`config.mk`:
```
export PLATFORM = sky130hd
export DESIGN_NAME = heading_stabilizer
export DESIGN_NICKNAME = d
export VERILOG_FILES = /design/src/rtl/heading_stabilizer.sv
export SDC_FILE = /design/constraint.sdc
export NUM_CORES = 1
export LEC_CHECK = 0
export BUFFER_PORTS_ARGS = -buffer_cell sky130_fd_sc_hd__clkbuf_2
export CORE_ASPECT_RATIO = 1.25
export CORE_MARGIN = 4
export CORE_UTILIZATION = 65
export DETAILED_ROUTE_END_ITERATION = 8
export HOLD_SLACK_MARGIN = 0.05
export PLACE_DENSITY_LB_ADDON = 0.1
export SKIP_CTS_REPAIR_TIMING = 1
export SYNTH_ARGS = -nofsm -noshare
export SYNTH_HDL_FRONTEND = slang
export SYNTH_SLANG_ARGS = --single-unit
```
`constraint.sdc`:
```
create_clock -name clk -period 4.4 [get_ports clk]
set_input_delay 0.88 -clock clk [delete_from_list [all_inputs] [get_ports clk]]
set_output_delay 0.88 -clock clk [all_outputs]
set_load 0.05 [all_outputs]
```
`src/rtl/heading_stabilizer.sv`:
```
// Debounces the 16-direction heading stream, commits stable values and converts
// each committed heading to a compass sector and three BCD digits.
module heading_stabilizer #(
    parameter int unsigned CONFIRM_COUNT = 4
) (
    input  logic       clk,
    input  logic       rst_n,
    input  logic [8:0] heading_in,
    input  logic       heading_valid,
    output logic [8:0] heading_out,
    output logic [3:0] sector,
    output logic [3:0] bcd_hundreds,
    output logic [3:0] bcd_tens,
    output logic [3:0] bcd_ones,
    output logic       out_valid,
    output logic       busy,
    output logic       range_err
);

    typedef enum logic [1:0] {IDLE, SHIFT, DONE} state_t;

    state_t      state;
    logic [8:0]  last_commit;
    logic [8:0]  candidate;
    logic [8:0]  commit_val;
    logic [8:0]  conv_val;
    logic [3:0]  count;
    logic        pending;
    logic [20:0] sreg;      // {hundreds, tens, ones, binary}
    logic [3:0]  bit_cnt;

    logic        legal_strobe;
    logic        commit_now;
    logic [3:0]  next_count;
    logic [8:0]  next_cand;

    // Nearest 22.5-degree sector as a ladder of thresholds on 2h+22 (multiples of 45).
    function automatic logic [3:0] sector_of(input logic [8:0] h);
        logic [10:0] twice;
        logic [3:0]  s;
        twice = {1'b0, h, 1'b0} + 11'd22;
        s = '0;
        for (int unsigned k = 1; k < 16; k++) begin
            if (twice >= 11'(45 * k)) s = 4'(k);
        end
        if (twice >= 11'd720) s = '0;
        return s;
    endfunction

    function automatic logic [20:0] dabble(input logic [20:0] s);
        logic [20:0] t;
        t = s;
        for (int unsigned i = 0; i < 3; i++) begin
            if (t[9 + 4*i +: 4] >= 4'd5) t[9 + 4*i +: 4] = t[9 + 4*i +: 4] + 4'd3;
        end
        return {t[19:0], 1'b0};
    endfunction

    always_comb begin
        legal_strobe = heading_valid && (heading_in <= 9'd359);
        commit_now   = 1'b0;
        next_count   = count;
        next_cand    = candidate;
        if (legal_strobe) begin
            if (heading_in == last_commit) begin
                next_count = '0;
            end else if (heading_in == candidate && count != '0) begin
                next_count = count + 4'd1;
            end else begin
                next_cand  = heading_in;
                next_count = 4'd1;
            end
            if (next_count == 4'(CONFIRM_COUNT)) begin
                commit_now = 1'b1;
                next_count = '0;
            end
        end
    end

    assign busy = (state != IDLE);

    always_ff @(posedge clk or negedge rst_n) begin
        if (!rst_n) begin
            state        <= IDLE;
            last_commit  <= '0;
            candidate    <= '0;
            commit_val   <= '0;
            conv_val     <= '0;
            count        <= '0;
            pending      <= 1'b0;
            sreg         <= '0;
            bit_cnt      <= '0;
            heading_out  <= '0;
            sector       <= '0;
            bcd_hundreds <= '0;
            bcd_tens     <= '0;
            bcd_ones     <= '0;
            out_valid    <= 1'b0;
            range_err    <= 1'b0;
        end else begin
            out_valid <= 1'b0;
            if (heading_valid && !legal_strobe) range_err <= 1'b1;
            if (legal_strobe) begin
                candidate <= next_cand;
                count     <= next_count;
            end
            if (commit_now) begin
                commit_val  <= heading_in;
                last_commit <= heading_in;
            end

            case (state)
                IDLE: begin
                    // A fresh commit supersedes one left pending from the DONE exit edge.
                    if (commit_now) begin
                        sreg     <= {12'd0, heading_in};
                        conv_val <= heading_in;
                        bit_cnt  <= '0;
                        pending  <= 1'b0;
                        state    <= SHIFT;
                    end else if (pending) begin
                        sreg     <= {12'd0, commit_val};
                        conv_val <= commit_val;
                        bit_cnt  <= '0;
                        pending  <= 1'b0;
                        state    <= SHIFT;
                    end
                end
                SHIFT: begin
                    sreg    <= dabble(sreg);
                    bit_cnt <= bit_cnt + 4'd1;
                    if (bit_cnt == 4'd8) state <= DONE;
                    if (commit_now) pending <= 1'b1;
                end
                DONE: begin
                    heading_out  <= conv_val;
                    sector       <= sector_of(conv_val);
                    bcd_hundreds <= sreg[20:17];
                    bcd_tens     <= sreg[16:13];
                    bcd_ones     <= sreg[12:9];
                    out_valid    <= 1'b1;
                    // Reload uses the pre-edge commit_val; a commit on this edge stays pending.
                    pending      <= commit_now;
                    if (pending) begin
                        sreg     <= {12'd0, commit_val};
                        conv_val <= commit_val;
                        bit_cnt  <= '0;
                        state    <= SHIFT;
                    end else begin
                        state    <= IDLE;
                    end
                end
                default: state <= IDLE;
            endcase
        end
    end

endmodule

```
==> flow_metrics.tcl <==
set metrics [dict create \
    fin_nets 626 \
    synth_cell_types 70 \
    worst_path_max_delay_cell "dfrtp_1" \
    reg2reg_from "conv_val[0]" \
    antenna_left 0 \
    synth-simple-area-share_pct 13.2 \
    drt-pass1-iter-count 6 \
    syn_area_um2 5440 \
    min_path_cells 1 \
    rsz0062_at_grt "false" \
    max_stage_delay_ps 630 \
    critPathLaunch "conv_val[0]" \
    synth_top_family_by_area "compound AO/OA/AOI/OAI gates" \
    antenna_found_initial 0 \
    drtIter0Drc 419 \
    grt_pass1_wl_um 22400 \
    synth_compound_area_share_pct 23.2 \
    synth_edf_count 0 \
    critical_path.endpoint "sector[2]" \
    switchingPower_mw 0.785 \
    tightest_slew_ps 1090 \
    fin_skew_ps 8.26 \
    start_kind "flip-flop" \
    root_buffer "clkbuf_8" \
    holdWs_ps 481 \
    cts_tree "built" \
    wire_per_inst_um 19.5 \
    io_pins 40 \
    synth_area_leaders "dfrtp_1 40%, mux2_2 8.5%, ha_1 4.4%, xnor2_1 3.9%, nand2_1 3.5%" \
    synthXorXnorAreaFrac_pct 4.67 \
    sw_frac_of_total_pct 37.2 \
    rows 37 \
    wirelength_um 13600 \
    yosysWarnings 0 \
    synthAdderAreaFrac_pct 4.37 \
    cp.arrival_ps 3660 \
    cpLargestDelayFamily "compound AO/OA/AOI/OAI gates" \
    drive_gt1_share_pct 19.3 \
    final_hold_viol_count 0 \
    max_freq_mhz 294 \
    core_area_um2 8190 \
    crit_fanout 27 \
    path_cells "inv_1, ha_1, buf_4, or3b_2, a211oi_1, o21ai_0, mux2_2, o31ai_1, a21boi_0, a21boi_0, o2bb2ai_1" \
    fp.dieW_um 89.8 \
    cts.sinks 86 \
    clockBufferDepth 2 \
    status "complete, no violations" \
    syn-instance-count 573 \
    fin_cells 697 \
    overflow 0 \
    vias 4642 \
    critPathKind "flip-flop to flip-flop" \
    synthArstFlopShare_pct 100 \
    dp.cells 681 \
    port_buffers 39 \
    place.gp.congestion 0.942 \
    slew_headroom_pct 27.2 \
    ir_worst_vdd_v 0.000344 \
    total_power_mw 2.11 \
    dieArea_um2 9900 \
    pwr-share-clk_pct 27.6 \
    fillers 632 \
    worst_r2r_endpoint "sector[2]" \
    syn_nets 604 \
    synth_top_area_share_pct 39.6 \
    synth_seq_cells 86 \
    p_comb_share_pct 29.1 \
    drv_cap 0 \
    p_leak_nw 2.65 \
    grt_usage_pct 28.2 \
    required_ps 4660 \
    setup_ws_ps 998 \
    muxShareOfSynthArea_pct 9.97 \
    rrSetupSlack_ps 1000 \
    period_needed_ps 3400 \
    yosysTopAreaCell "dfrtp_1" \
    viasPerCell 6.66 \
    cts_buffers 9 \
    p_int_mw 1.33 \
    hpwlAfterDp_um 9790 \
    clkTransAtPathRegs_ps 90 \
    power_density_nw_per_um2 360 \
    h-tree-depth 3 \
    crit_buf_inv 2 \
    drc_errors 0 \
    syn_area_per_cell_um2 9.49 \
    grt_max_degree 87 \
    seq_power_share_pct 43.3 \
    fin_crit_sh_pct 77.3 \
    dp_slack_ps 887 \
    finalSetupTns_ps 0 \
    worstHoldPathType "flip-flop to flip-flop" \
    insertedDiodeCount 0 \
    reg2reg_depth 11 \
    final_max_slew_viol_count 0 \
    insertion_delay_ps 360 \
    yosysSeqAreaShare_pct 39.6 \
    initial_core_util_pct 66.3 \
    crit_top_cell "a21boi_0" \
    min_from "bit_cnt[3]" \
    worstSetupEndpointType "flip-flop" \
    cp.depth 11 \
    grt_pass1_vias 4551 \
    area.growth.synth_to_final_pct 7.99 \
    setup_viol 0 \
    synth_flop_cell "dfrtp_1" \
    die_y_um 110 \
]
==> cell type report <==
type,count,area [um2],share of cell area (%)
clock inverters,5,56.3,0.959
multi-input cells,421,3020,51.4
repair buffers,48,265,4.52
inverters,29,109,1.85
flip-flops and latches,86,2150,36.7
clock buffers,11,151,2.58
well taps,97,121,2.07
==> placed cells by master (no fill, tap or decap), types with 6 or more instances in the layout <==
cell,n
a21o_1,7
a21oi_1,26
a221oi_1,7
a22o_1,11
a22oi_1,8
a31oi_1,9
buf_4,10
clkbuf_2,38
clkbuf_8,11
dfrtp_1,86
ha_1,19
inv_1,28
mux2_2,41
mux2i_1,8
nand2_1,50
nand2b_1,11
nand3_1,14
nor2_1,20
nor3_1,9
o21ai_0,35
o21ai_1,8
o22ai_1,11
o31ai_1,6
xnor2_1,24
==> metrics by stage <==
step,cell area (um2),utilization (%)
global route,5870,71.6
finish,5870,71.6
detailed placement,5660,69.1
global placement,5660,69.1
CTS,5870,71.6
floorplan,5440,-
==> kinds of logic after synthesis <==
family,Yosys count
AO/OA/AOI/OAI,180
XOR/XNOR,29
adder cells (fa/ha/maj),19
buffers and inverters,66
flip-flops,86
multiplexers,49
AND/OR/NAND/NOR,144
==> registers in the layout, indices dropped and copies added, names as in the netlist, 9 cells and up <==
signal	cells
heading_out	9
conv_val	9
candidate	9
sreg	21
commit_val	9
==> cell usage after synthesis (2+ instances only) <==
library cell / n
nor3_1: 9
xnor2_1: 24
nor2b_1: 4
o2bb2ai_1: 4
and2_1: 5
o31ai_1: 6
dfrtp_1: 86
buf_1: 2
a211o_1: 2
buf_6: 2
o22ai_1: 11
a21oi_1: 26
nor2_1: 20
nand3b_1: 4
mux2_2: 41
a31oi_1: 9
nand3_1: 14
mux2i_1: 8
o21ai_1: 8
or3_1: 5
ha_1: 19
a311oi_1: 2
a21boi_0: 3
a211oi_1: 3
nand2b_1: 11
inv_1: 28
a32o_1: 5
buf_2: 5
and3_1: 5
nand4_1: 5
a22oi_1: 8
o21ai_0: 35
o211ai_1: 5
a22o_1: 11
o32ai_1: 3
or3b_2: 2
a221oi_1: 7
nor4_1: 2
a21o_1: 7
xor2_1: 5
o211a_1: 4
or4_1: 3
nand2_1: 50
clkbuf_1: 28
or2_2: 2
==> worst min-delay path by stage <==
| stage | slack (ps) | to |
|---|---|---|
| floorplan | 440 | bit_cnt[3] |
| global placement | 460 | range_err |
| detailed placement | 470 | bit_cnt[3] |
| CTS | 480 | bit_cnt[3] |
| global route | 510 | bit_cnt[3] |
| finish | 480 | bit_cnt[3] |
==> power groups by stage <==
stage | registers [mW] | clock network, mW | logic [mW]
6_report | 0.914 | 0.582 | 0.615
5_1_grt | 0.926 | 0.627 | 0.665
4_1_cts | 0.916 | 0.594 | 0.619
3_5_place_dp | 0.931 | 0 | 0.617
3_3_place_gp | 0.923 | 0 | 0.597
2_1_floorplan | 1.07 | 0 | 0.319
==> metal layers <==
metal  vias to the layer above  GRT usage (%)  part of all wire, %  wire length, um
met3                        32           4.21                  5.3              724
met5                         -              0                    0                0
met4                         0           10.8                  2.4              329
met2                       187           51.9                   51             6970
met1                      2274           33.7                   41             5540
li1                       2149              -                    -                -
(Power assumes the default switching activity.)
